$ cat src/rtl/uart_pkg.sv
// Shared frame constants and state encodings for the UART transmitter and receiver.
package uart_pkg;
  localparam int DATA_BITS = 8;
  localparam int STOP_BITS = 1;

  typedef enum logic [1:0] {TX_IDLE, TX_START, TX_DATA, TX_STOP} tx_state_t;
  typedef enum logic [1:0] {RX_IDLE, RX_START, RX_DATA, RX_STOP} rx_state_t;
endpackage

$ cat src/rtl/uart_fifo.sv
// Synchronous FIFO with a combinational read port; pushes when full and pops when empty are ignored.
module uart_fifo #(
  parameter int WIDTH = 8,
  parameter int DEPTH = 4
) (
  input  logic             clk,
  input  logic             rst,
  input  logic             i_push,
  input  logic [WIDTH-1:0] i_dat,
  output logic             o_full,
  input  logic             i_pop,
  output logic [WIDTH-1:0] o_dat,
  output logic             o_empty
);
  localparam int AW = $clog2(DEPTH);

  logic [WIDTH-1:0] r_mem [DEPTH];
  logic [AW:0]      r_wr_ptr;
  logic [AW:0]      r_rd_ptr;
  logic             w_push;
  logic             w_pop;

  // Extra pointer bit distinguishes full from empty when the indices match.
  assign o_empty = (r_wr_ptr == r_rd_ptr);
  assign o_full  = (r_wr_ptr[AW] != r_rd_ptr[AW]) && (r_wr_ptr[AW-1:0] == r_rd_ptr[AW-1:0]);
  assign w_push  = i_push && !o_full;
  assign w_pop   = i_pop && !o_empty;
  assign o_dat   = r_mem[r_rd_ptr[AW-1:0]];

  always_ff @(posedge clk) begin
    if (w_push) r_mem[r_wr_ptr[AW-1:0]] <= i_dat;
  end

  always_ff @(posedge clk or posedge rst) begin
    if (rst) begin
      r_wr_ptr <= '0;
      r_rd_ptr <= '0;
    end else begin
      if (w_push) r_wr_ptr <= r_wr_ptr + 1'b1;
      if (w_pop)  r_rd_ptr <= r_rd_ptr + 1'b1;
    end
  end
endmodule

$ cat src/rtl/uart_transceiver.sv
// 8N1 UART: queued transmitter and mid-bit sampling receiver with a valid/ready output,
// frame-error and overrun pulses. TX and RX are fully independent.
module uart_transceiver
  import uart_pkg::*;
#(
  parameter int CLK_FREQ      = 100_000_000,
  parameter int BAUD_RATE     = 9600,
  parameter int TX_FIFO_DEPTH = 4
) (
  input  logic       clk,
  input  logic       rst,
  input  logic       tx_en,
  input  logic       rx_en,
  input  logic [7:0] tx_tdata,
  input  logic       tx_tvalid,
  output logic       tx_tready,
  output logic [7:0] rx_tdata,
  output logic       rx_tvalid,
  input  logic       rx_tready,
  output logic       rx_frame_err,
  output logic       rx_overrun,
  output logic       uart_tx,
  input  logic       uart_rx
);
  localparam int CLKS_PER_BIT = CLK_FREQ / BAUD_RATE;
  localparam int STOP_CLKS    = STOP_BITS * CLKS_PER_BIT;
  localparam int CNT_W        = $clog2(STOP_CLKS + 1);
  localparam logic [CNT_W-1:0] BIT_LAST  = CNT_W'(CLKS_PER_BIT - 1);
  localparam logic [CNT_W-1:0] HALF_LAST = CNT_W'(CLKS_PER_BIT / 2 - 1);
  localparam logic [CNT_W-1:0] STOP_LAST = CNT_W'(STOP_CLKS - 1);
  localparam logic [2:0]       LAST_BIT  = 3'(DATA_BITS - 1);

  logic       w_fifo_full, w_fifo_empty, w_tx_pop, w_tx_tick;
  logic [7:0] w_fifo_dat;
  tx_state_t  r_tx_state, w_tx_next;
  logic [CNT_W-1:0] r_tx_cnt;
  logic [2:0] r_tx_bit;
  logic [7:0] r_tx_shift;
  logic       r_tx_out;

  uart_fifo #(.WIDTH(8), .DEPTH(TX_FIFO_DEPTH)) u_tx_fifo (
    .clk     (clk),
    .rst     (rst),
    .i_push  (tx_tvalid),
    .i_dat   (tx_tdata),
    .o_full  (w_fifo_full),
    .i_pop   (w_tx_pop),
    .o_dat   (w_fifo_dat),
    .o_empty (w_fifo_empty)
  );

  assign tx_tready = !w_fifo_full;
  assign uart_tx   = r_tx_out;

  always_comb begin
    w_tx_next = r_tx_state;
    w_tx_pop  = 1'b0;
    w_tx_tick = 1'b0;
    unique case (r_tx_state)
      TX_IDLE: if (tx_en && !w_fifo_empty) begin
        w_tx_pop  = 1'b1;
        w_tx_next = TX_START;
      end
      TX_START: if (r_tx_cnt == BIT_LAST) begin
        w_tx_tick = 1'b1;
        w_tx_next = TX_DATA;
      end
      TX_DATA: if (r_tx_cnt == BIT_LAST) begin
        w_tx_tick = 1'b1;
        if (r_tx_bit == LAST_BIT) w_tx_next = TX_STOP;
      end
      TX_STOP: if (r_tx_cnt == STOP_LAST) begin
        w_tx_tick = 1'b1;
        // Chain straight into the next start bit when more data is waiting.
        if (tx_en && !w_fifo_empty) begin
          w_tx_pop  = 1'b1;
          w_tx_next = TX_START;
        end else begin
          w_tx_next = TX_IDLE;
        end
      end
      default: w_tx_next = TX_IDLE;
    endcase
  end

  always_ff @(posedge clk or posedge rst) begin
    if (rst) begin
      r_tx_state <= TX_IDLE;
      r_tx_cnt   <= '0;
      r_tx_bit   <= '0;
      r_tx_shift <= '0;
      r_tx_out   <= 1'b1;
    end else begin
      r_tx_state <= w_tx_next;
      r_tx_cnt   <= (w_tx_tick || r_tx_state == TX_IDLE) ? '0 : r_tx_cnt + 1'b1;
      if (w_tx_pop) begin
        r_tx_shift <= w_fifo_dat;
        r_tx_bit   <= '0;
        r_tx_out   <= 1'b0;
      end else if (w_tx_tick) begin
        case (r_tx_state)
          TX_START: r_tx_out <= r_tx_shift[0];
          TX_DATA: begin
            r_tx_shift <= r_tx_shift >> 1;
            r_tx_bit   <= r_tx_bit + 1'b1;
            r_tx_out   <= (r_tx_bit == LAST_BIT) ? 1'b1 : r_tx_shift[1];
          end
          default: r_tx_out <= 1'b1;
        endcase
      end
    end
  end

  logic [1:0] r_rx_sync;
  logic       r_rx_prev, w_rx_line, w_rx_fall, w_rx_tick, w_rx_done, w_rx_ferr;
  rx_state_t  r_rx_state, w_rx_next;
  logic [CNT_W-1:0] r_rx_cnt;
  logic [2:0] r_rx_bit;
  logic [7:0] r_rx_shift, r_rx_dat;
  logic       r_rx_vld, r_rx_ferr, r_rx_ovr;

  assign w_rx_line    = r_rx_sync[1];
  // Requiring a high-to-low edge also keeps a line stuck low from re-arming after a frame error.
  assign w_rx_fall    = r_rx_prev && !w_rx_line;
  assign rx_tdata     = r_rx_dat;
  assign rx_tvalid    = r_rx_vld;
  assign rx_frame_err = r_rx_ferr;
  assign rx_overrun   = r_rx_ovr;

  always_comb begin
    w_rx_next = r_rx_state;
    w_rx_tick = 1'b0;
    w_rx_done = 1'b0;
    w_rx_ferr = 1'b0;
    if (!rx_en) begin
      w_rx_next = RX_IDLE;
    end else begin
      unique case (r_rx_state)
        RX_IDLE: if (w_rx_fall) w_rx_next = RX_START;
        RX_START: if (r_rx_cnt == HALF_LAST) begin
          w_rx_tick = 1'b1;
          w_rx_next = w_rx_line ? RX_IDLE : RX_DATA;
        end
        RX_DATA: if (r_rx_cnt == BIT_LAST) begin
          w_rx_tick = 1'b1;
          if (r_rx_bit == LAST_BIT) w_rx_next = RX_STOP;
        end
        RX_STOP: if (r_rx_cnt == BIT_LAST) begin
          w_rx_tick = 1'b1;
          w_rx_next = RX_IDLE;
          w_rx_done = w_rx_line;
          w_rx_ferr = !w_rx_line;
        end
        default: w_rx_next = RX_IDLE;
      endcase
    end
  end

  always_ff @(posedge clk or posedge rst) begin
    if (rst) begin
      r_rx_sync  <= 2'b11;
      r_rx_prev  <= 1'b1;
      r_rx_state <= RX_IDLE;
      r_rx_cnt   <= '0;
      r_rx_bit   <= '0;
      r_rx_shift <= '0;
      r_rx_dat   <= '0;
      r_rx_vld   <= 1'b0;
      r_rx_ferr  <= 1'b0;
      r_rx_ovr   <= 1'b0;
    end else begin
      r_rx_sync  <= {r_rx_sync[0], uart_rx};
      r_rx_prev  <= w_rx_line;
      r_rx_state <= w_rx_next;
      r_rx_cnt   <= (w_rx_tick || !rx_en || r_rx_state == RX_IDLE) ? '0 : r_rx_cnt + 1'b1;
      if (w_rx_tick && r_rx_state == RX_START) r_rx_bit <= '0;
      if (w_rx_tick && r_rx_state == RX_DATA) begin
        r_rx_shift <= {w_rx_line, r_rx_shift[7:1]};
        r_rx_bit   <= r_rx_bit + 1'b1;
      end
      r_rx_ferr <= w_rx_ferr;
      r_rx_ovr  <= w_rx_done && r_rx_vld && !rx_tready;
      if (w_rx_done && (!r_rx_vld || rx_tready)) begin
        r_rx_dat <= r_rx_shift;
        r_rx_vld <= 1'b1;
      end else if (rx_tready) begin
        r_rx_vld <= 1'b0;
      end
    end
  end
endmodule

$ cat config.mk
export PLATFORM = sky130hd
export DESIGN_NAME = uart_transceiver
export DESIGN_NICKNAME = d
export VERILOG_FILES = /design/src/rtl/uart_pkg.sv /design/src/rtl/uart_fifo.sv /design/src/rtl/uart_transceiver.sv
export SDC_FILE = /design/constraint.sdc
export NUM_CORES = 1
export LEC_CHECK = 0
export ABC_AREA = 1
export CORE_ASPECT_RATIO = 0.5
export CORE_MARGIN = 3
export CORE_UTILIZATION = 42
export CTS_BUF_LIST = sky130_fd_sc_hd__clkbuf_8
export CTS_CLUSTER_SIZE = 28
export DETAILED_ROUTE_END_ITERATION = 6
export GPL_TIMING_DRIVEN = 0
export MAX_ROUTING_LAYER = met4
export PLACE_DENSITY = 0.64
export SKIP_CTS_REPAIR_TIMING = 1
export SYNTH_ARGS = -nofsm -noshare
export SYNTH_HDL_FRONTEND = slang
export SYNTH_SLANG_ARGS = --single-unit
$ cat constraint.sdc
create_clock -name clk -period 3.2 [get_ports clk]
set_clock_uncertainty 0.15 [all_clocks]
set_input_delay 0.8 -clock clk [delete_from_list [all_inputs] [get_ports clk]]
set_output_delay 0.8 -clock clk [all_outputs]
set_load 0.03 [all_outputs]
==> results of run 1 <==
==> worst max-delay path, cell delays in order (launching register included) <==
cell	delay, ns
dfrtp_1	0.40
buf_4	0.18
inv_4	0.10
nand2_2	0.06
nand2_2	0.07
nand4_1	0.12
clkdlybuf4s50_1	0.62
==> synth_stat cells (all sizes together) <==
master and number:
nor3 17, xor2 9, nor2 81, o21a 1, nand3b 1, o21ai 32, or3 1, ha 16
clkinv 1, nor4 1, nor3b 6, nand2 122, and3 1, a31oi 1, xnor2 3, a21oi 10
inv 79, clkbuf 1, or2 2, edfxtp 32, o22ai 8, nand4 13, nand3 46, dfstp 4
buf 10, dfrtp 71
==> sequential cells by signal, summed over array words and instances, names as in the netlist, 3 cells and up <==
| register | flops |
|---|---|
| u_tx_fifo.r_mem | 32 |
| r_tx_cnt | 14 |
| rx_tdata | 8 |
| r_tx_bit | 3 |
| u_tx_fifo.r_wr_ptr | 3 |
| r_rx_bit | 3 |
| r_rx_shift | 8 |
| r_rx_cnt | 14 |
| u_tx_fifo.r_rd_ptr | 3 |
| r_tx_shift | 8 |
==> metal layers <==
| layer | GRT usage (%) | vias to the layer above | part of all wire [%] |
|---|---|---|---|
| li1 | - | 1921 | - |
| met1 | 20.06 | 1726 | 49 |
| met2 | 24.14 | 47 | 46 |
| met3 | 5.022 | 8 | 4.4 |
| met4 | 2.993 | 0 | 0.74 |
| met5 | - | - | 0 |
==> where the power goes <==
group / leakage [nW] / internal [mW] / switching, mW / total, mW
clock network: 0.0983 / 0.290 / 0.472 / 0.762
registers: 1.25 / 1.64 / 0.133 / 1.77
logic: 1.31 / 0.454 / 0.802 / 1.26
total: 2.66 / 2.38 / 1.41 / 3.79
==> how the worst max path moves through the flow <==
stage	to	slack, ns
after floorplan	r_rx_bit[0]	0.35
after global placement	r_tx_bit[2]	-0.97
after detailed placement	u_tx_fifo.r_mem[3][5]	0.41
after CTS	tx_tready	0.27
after global routing	tx_tready	0.18
final	tx_tready	0.33
==> kinds of logic (layout without fill, tap and decap cells) <==
group,Yosys count,count (layout),share of synthesized area [%]
flops,107,107,54.21
simple gates,291,291,26.82
fa+ha+maj,16,16,3.818
compound gates,52,52,5.512
xor+xnor,12,12,2.148
buf+inv,91,135,7.492
==> cell type report <==
| type | instances | area share, % |
|---|---|---|
| multi-input cells | 371 | 33.88 |
| well taps | 165 | 3.482 |
| clock inverters | 7 | 0.9076 |
| flip-flops and latches | 107 | 47.95 |
| plain buffers | 11 | 1.499 |
| inverters | 80 | 5.171 |
| clock buffers | 9 | 2.089 |
| repair buffers | 28 | 5.023 |
==> cells in the final DEF, fill, tap and decap left out, drive strengths merged, types with 4 or more instances in the layout <==
master           n
xor2             9
edfxtp          32
o21ai           32
nor2            81
nor3b            6
clkbuf          10
buf             11
clkdlybuf4s50   27
inv             83
nand3           46
ha              16
clkinv           4
a21oi           10
nand4           13
dfstp            4
o22ai            8
nand2          122
nor3            17
dfrtp           71
==> flow_summary.ini, run 1 <==
[status]
status = complete, no violations

[grt]
antenna_found_initial = 0
grt_pass1_vias = 3575
grt-ovfl-total = 0
grt_max_degree = 60
track_usage_pct = 15.47
grt_pass1_wl_mm = 16.66

[drt]
drc = 0
wirelength_mm = 9.467
wl_per_cell_um = 12.17
drtIter0Drc = 176
num_vias = 3702
dr.pass1.iters = 5
avgViaCountPerCell = 4.758
drtAntennaViolNets = 0

[cells_and_area]
antenna_cells = 0
fin_nets = 639
final_core_util_pct = 49.33
instances_no_fill = 778
nFillCells = 1146
areaGrowthSynthToFinish_pct = 13.05
drive_above_1_share_pct = 11.75
multi_input_area_um2 = 2008
register_area_um2 = 2843
stdcell_area_um2 = 5928

[pwr]
p_leak_nw = 2.662
ir_worst_vdd_uv = 240.0
p_per_area_nw_per_um2 = 639.7
finalPower_mw = 3.792

[critical_path]
r2r_setup_slack_ns = 0.92
crit_arrival_ns = 1.92
reg2reg_from = u_tx_fifo.r_rd_ptr[0]
cp_max_fo = 9
critPathLaunchType = flip-flop
end_kind = output port
cp.required_ns = 2.25
path_class = flip-flop to output port
r2r_cells = 7
reg2reg_to = u_tx_fifo.r_mem[3][4]
startpoint = u_tx_fifo.r_rd_ptr[0]

[sta]
max_slew.worst_pin.slew_ns = 0.8947
fmax_mhz = 347.9
grt_setup_unrepaired = false
report.final.slew_viol_count = 0
finalWorstPathRequiredPeriod_ns = 2.875
hold_viol_final = 0
layout_setup_ws_ns = 0.3252
finalSetupViolations = 0
finalSetupTns_ns = 0
whs_ns = 0.2124
slew_headroom_pct = 40.13
period_share_pct = 89.84

[synthesis]
syn_inst = 569
netlist_area_um2 = 5244
synth_top_area_share_pct = 33.88
synth-seq-cells = 107
yosys_warnings = 0
yosysTopAreaCell = dfrtp_1
synth_cell_types = 45
synthTopCellsByArea = dfrtp_1 (34%), edfxtp_1 (18%), nand2_1 (8.3%), nor2_1 (5.4%), inv_1 (5.3%)
syn-num-nets = 600
ys_seq_area_share_pct = 54.21
syn_avg_cell_area_um2 = 9.216

[cts]
clockRootBuffer = clkbuf_8
numCtsBuffers = 9
cts_tree = yes
cts_sinks = 107
clk-insertion-delay-late_ns = 0.38
max-clock-path-buffers = 2
path_clk_slew_ns = 0.10
htreeDepth = 3

[min_path]
min_from = r_rx_sync[0]
hp-class = flip-flop to flip-flop
worstHoldPathCells = 0
holdPathEnd = r_rx_sync[1]

[floorplan]
die_w_um = 164.0
fp.dieH_um = 85.01
die-area_um2 = 13940
initial_core_util_pct = 43.64
io_pins = 28
coreArea_um2 = 12020
rows = 28

[place]
place_congestion = 0.8771
preCtsSetupSlack_ns = 0.4097
hpwlAfterDp_mm = 6.778
dpl_cell_area_um2 = 5751
dp_cells = 762
io_buffers = 27

[job]
drv_cap = 0
(Power assumes the default switching activity.)
==> run 2, diff against run 1 <==
- CORE_MARGIN: 3 -> not set
==> run 2 against run 1 <==
  * Worst hold slack gained 0.0010 ns
  * Power increased by 2.8%
  * Worst setup slack worse by 0.020 ns
  * Sequential share of layout area fell by 0.24 points
  * Clock power rose by 14%
  * Design area rose by 0.51%
==> flow_summary.ini, run 2 (synthesized netlist as in run 1, its figures left out) <==
[sta]
grt_setup_unrepaired = false
finalSetupViolations = 0
layout_setup_ws_ns = 0.3054
max_slew.worst_pin.slew_ns = 0.8897
finalWorstPathRequiredPeriod_ns = 2.895
report.final.slew_viol_count = 0
period_share_pct = 90.46
whs_ns = 0.2134
finalSetupTns_ns = 0
hold_viol_final = 0
slew_headroom_pct = 40.47
fmax_mhz = 345.5

[min_path]
holdPathEnd = r_rx_sync[1]
hp-class = flip-flop to flip-flop
worstHoldPathCells = 0
min_from = r_rx_sync[0]

[pwr]
p_clk_share_pct = 22.3
p_per_area_nw_per_um2 = 654.0
seqPwrFrac_pct = 45.4
switching_share_pct = 36.58
ir_worst_vdd_uv = 246.4
power_switching_mw = 1.425
combPwrFrac_pct = 32.3
p_leak_nw = 2.672
internal_power_mw = 2.471

[critical_path]
reg2reg_to = u_tx_fifo.r_mem[3][4]
r2r_cells = 7
max_stage_delay_ns = 0.62
crit_top_cell = nand2_2
end_kind = output port
cp_slowest_cell = clkdlybuf4s50_1
r2r_setup_slack_ns = 0.92
crit_arrival_ns = 1.94
reg2reg_from = u_tx_fifo.r_rd_ptr[0]
cp_max_fo = 9
worstPathCellList = buf_4 > inv_4 > nand2_2 > nand2_2 > nand4_1 > clkdlybuf4s50_1
cp.required_ns = 2.25
critPathLaunchType = flip-flop
path_class = flip-flop to output port

[grt]
grt_pass1_wl_mm = 15.95
grt_pass1_vias = 3381
track_usage_pct = 16.17
grt-ovfl-total = 0
antenna_found_initial = 0
grt_max_degree = 59

[cells_and_area]
largest_reg_flops = 32
instances_no_fill = 778
fin_nets = 639
final_core_util_pct = 49.73
areaGrowthSynthToFinish_pct = 13.62
antenna_cells = 0
drive_above_1_share_pct = 12.07
final_common_cell = nand2_1
final_cell_mix = nand2_1 (116), nor2_1 (75), inv_1 (73)

[cts]
max-clock-path-buffers = 2
clk-insertion-delay-late_ns = 0.37
cts_sinks = 107
cts_tree = yes
numCtsBuffers = 9
clockRootBuffer = clkbuf_8
path_clk_slew_ns = 0.11
htreeDepth = 3

[floorplan]
coreArea_um2 = 11980
rows = 28
die_w_um = 160.0
fp.dieH_um = 81.01
die-area_um2 = 12960
io_pins = 28
initial_core_util_pct = 43.77

[place]
io_buffers = 27
hpwlAfterDp_mm = 6.671
place_congestion = 0.8453
dp_cells = 762
preCtsSetupSlack_ns = 0.4718

[drt]
num_vias = 3631
wirelength_mm = 9.337
dr.pass1.iters = 4
drc = 0
drtAntennaViolNets = 0
avgViaCountPerCell = 4.667
drtIter0Drc = 161
wl_per_cell_um = 12.00

[job]
drv_cap = 0

[status]
status = complete, no violations
[run 2: cell types whose count changed in the layout (fill, tap and decap cells not counted), sizes merged]
cell,change
bufinv,+1
inv,-1
[run 2: final cells by class]
| type | instances | area, µm² |
|---|---|---|
| clock inverters | 7 | 83.83 |
| clock buffers | 9 | 123.9 |
| plain buffers | 11 | 88.84 |
| inverters | 80 | 306.5 |
| fillers | 1141 | 6023 |
| multi-input cells | 371 | 2008 |
| well taps | 165 | 206.4 |
| repair buffers | 28 | 297.8 |
| flip-flops and latches | 107 | 2843 |
[run 2: worst max path at each step]
stage / slack [ns] / end / depth (start not counted) / start
6_report: 0.31 / tx_tready / 6 / u_tx_fifo.r_rd_ptr[0]
3_3_place_gp: -1.04 / r_tx_cnt[12] / 2 / rst
2_1_floorplan: 0.35 / r_rx_bit[0] / 1 / rst
5_1_grt: 0.17 / tx_tready / 6 / u_tx_fifo.r_rd_ptr[0]
4_1_cts: 0.27 / tx_tready / 6 / u_tx_fifo.r_rd_ptr[0]
3_5_place_dp: 0.47 / u_tx_fifo.r_mem[3][4] / 3 / tx_tvalid
[run 2: metrics by stage]
| stage | power, mW | instance area [µm²] |
|---|---|---|
| after detailed placement | 3.080 | 5751 |
| after global routing | 4.196 | 5958 |
| after global placement | 3.050 | 5720 |
| after CTS | 3.947 | 5958 |
| after floorplan | 2.751 | 5244 |
| final | 3.896 | 5958 |
[run 2: worst max-delay path: cells and delay by family, from the launching register on]
family                 cells  cell delay (ns)
and+or+nand+nor            3             0.27
DFF                        1             0.40
buffers and inverters      3             0.91
[run 2: power groups by stage]
stage	clock [mW]	sequential [mW]	combinational [mW]
3_5_place_dp	0	1.80	1.28
5_1_grt	0.949	1.80	1.45
2_1_floorplan	0	1.77	0.981
6_report	0.867	1.77	1.26
4_1_cts	0.893	1.77	1.28
3_3_place_gp	0	1.79	1.26
[run 2: metal layers]
metal / vias up / track usage [%] / routed length [µm]
met1: 1658 / 20.53 / 4763
met4: 0 / 4.476 / 82
met2: 42 / 26.09 / 4181
li1: 1923 / - / -
met5: - / - / 0
met3: 8 / 3.933 / 309
==> run 3, diff against run 2 <==
- CORE_ASPECT_RATIO: 0.5 -> 1.2
- CORE_MARGIN: not set -> 2
==> run 3 against run 2 <==
  * Non-clock buffer count stayed put
  * Register-to-register slack worse by 0.05 ns
  * Combinational power about the same
  * Global-route usage is 0.38 points lower
  * Design area decreased by 0.15%
  * Highest routed layer unchanged
  * Clock power hardly changed
  * Sequential power about the same
  * Critical path type unchanged
  * First-iteration DRC count grew 39%
==> flow_summary.ini, run 3 (synthesized netlist as in run 1, its figures left out) <==
[status]
status = complete, no violations

[cells_and_area]
final_common_cell = nand2_1
areaGrowthSynthToFinish_pct = 13.46
antenna_cells = 0
instances_no_fill = 774
fin_nets = 639
stdcell_area_um2 = 5949
drive_above_1_share_pct = 11.91
largest_reg_flops = 32
final_cell_mix = nand2_1 (116), nor2_1 (75), inv_1 (74)

[pwr]
ir_worst_vdd_uv = 422.2
finalPower_mw = 3.911
p_leak_nw = 2.672
p_per_area_nw_per_um2 = 657.4

[critical_path]
crit_arrival_ns = 1.98
cp.required_ns = 2.25
r2r_cells = 7
cp-endpoint = tx_tready
critPathLaunchType = flip-flop
end_kind = output port
reg2reg_to = u_tx_fifo.r_mem[3][2]
reg2reg_from = u_tx_fifo.r_rd_ptr[0]
r2r_setup_slack_ns = 0.87
cp_max_fo = 9
startpoint = u_tx_fifo.r_rd_ptr[0]
path_class = flip-flop to output port

[floorplan]
io_pins = 28
die-area_um2 = 13400
die_w_um = 106
rows = 44
initial_core_util_pct = 43.10
fp.dieH_um = 126.4
coreArea_um2 = 12170

[place]
dp_cells = 758
preCtsSetupSlack_ns = 0.4520
place_congestion = 0.8106
dpl_cell_area_um2 = 5746
hpwlAfterDp_mm = 6.836
io_buffers = 27

[grt]
track_usage_pct = 15.79
antenna_found_initial = 0
grt_max_degree = 47
grt_pass1_wl_mm = 16.30
grt-ovfl-total = 0
grt_pass1_vias = 3610

[sta]
report.final.slew_viol_count = 0
slew_headroom_pct = 36.10
grt_setup_unrepaired = false
finalWorstPathRequiredPeriod_ns = 2.930
fmax_mhz = 341.3
finalSetupViolations = 0
max_slew.worst_pin.slew_ns = 0.9550
finalSetupTns_ns = 0
period_share_pct = 91.56
layout_setup_ws_ns = 0.2700
hold_viol_final = 0

[drt]
wirelength_mm = 9.706
avgViaCountPerCell = 4.860
num_vias = 3762
dr.pass1.iters = 4
wl_per_cell_um = 12.54
drc = 0
drtAntennaViolNets = 0
drtIter0Drc = 224

[job]
drv_cap = 0

[cts]
clockRootBuffer = clkbuf_8
max-clock-path-buffers = 2
numCtsBuffers = 9
cts_sinks = 107
cts_tree = yes
htreeDepth = 3
path_clk_slew_ns = 0.11
clk-insertion-delay-late_ns = 0.38

[min_path]
min_from = r_rx_sync[0]
hp-class = flip-flop to flip-flop
## run 3: cell count changes in the layout (fill, tap and decap cells not counted)
cell / previous run / this run
clkinv_4: 2 / 0
inv_1: 73 / 74
clkinv_2: 2 / 1
inv_8: 2 / 1
inv_6: 1 / 4
## run 3: cell type report
class | instances | area, µm²
multi-input cells | 371 | 2008
clock buffers | 9 | 123.9
repair buffers | 28 | 297.8
well taps | 161 | 201.4
plain buffers | 11 | 88.84
flip-flops and latches | 107 | 2843
inverters | 80 | 306.5
clock inverters | 7 | 80.08
fillers | 1156 | 6217
## run 3: how the worst min path moves through the flow
stage / to / slack, ns / cells after the start
after detailed placement: r_rx_sync[1] / 0.20 / 0
after global routing: r_rx_prev / 0.23 / 0
after CTS: r_rx_sync[1] / 0.23 / 0
after global placement: r_rx_sync[1] / 0.20 / 0
final: r_rx_sync[1] / 0.23 / 0
after floorplan: r_rx_sync[1] / 0.20 / 0
## run 3: layer usage
layer	wire, µm	GRT usage [%]	share of wire (%)	vias up
met5	0	-	0	-
met4	123	4.257	1.3	0
met3	435	4.830	4.5	13
met2	4853	27.63	50	84
met1	4294	17.47	44	1747
li1	-	-	-	1918
## run 3: critical path: stages (launching register included)
cell             delay [ns]
dfrtp_1                0.40
buf_4                  0.18
inv_4                  0.11
nand2_2                0.07
nand2_2                0.07
nand4_1                0.14
clkdlybuf4s50_1        0.63
## run 3: stage by stage
stage / hold WS [ns] / util (%)
after floorplan: 0.1952 / -
after global placement: 0.2004 / 46.98
after detailed placement: 0.2020 / 47.22
after CTS: 0.2307 / 48.90
after global routing: 0.2336 / 48.90
final: 0.2275 / 48.90
## run 3: where the power goes
part	internal, mW	switching, mW	leakage [nW]
clock	0.376	0.494	0.108
combinational	0.454	0.813	1.31
sequential	1.64	0.133	1.25
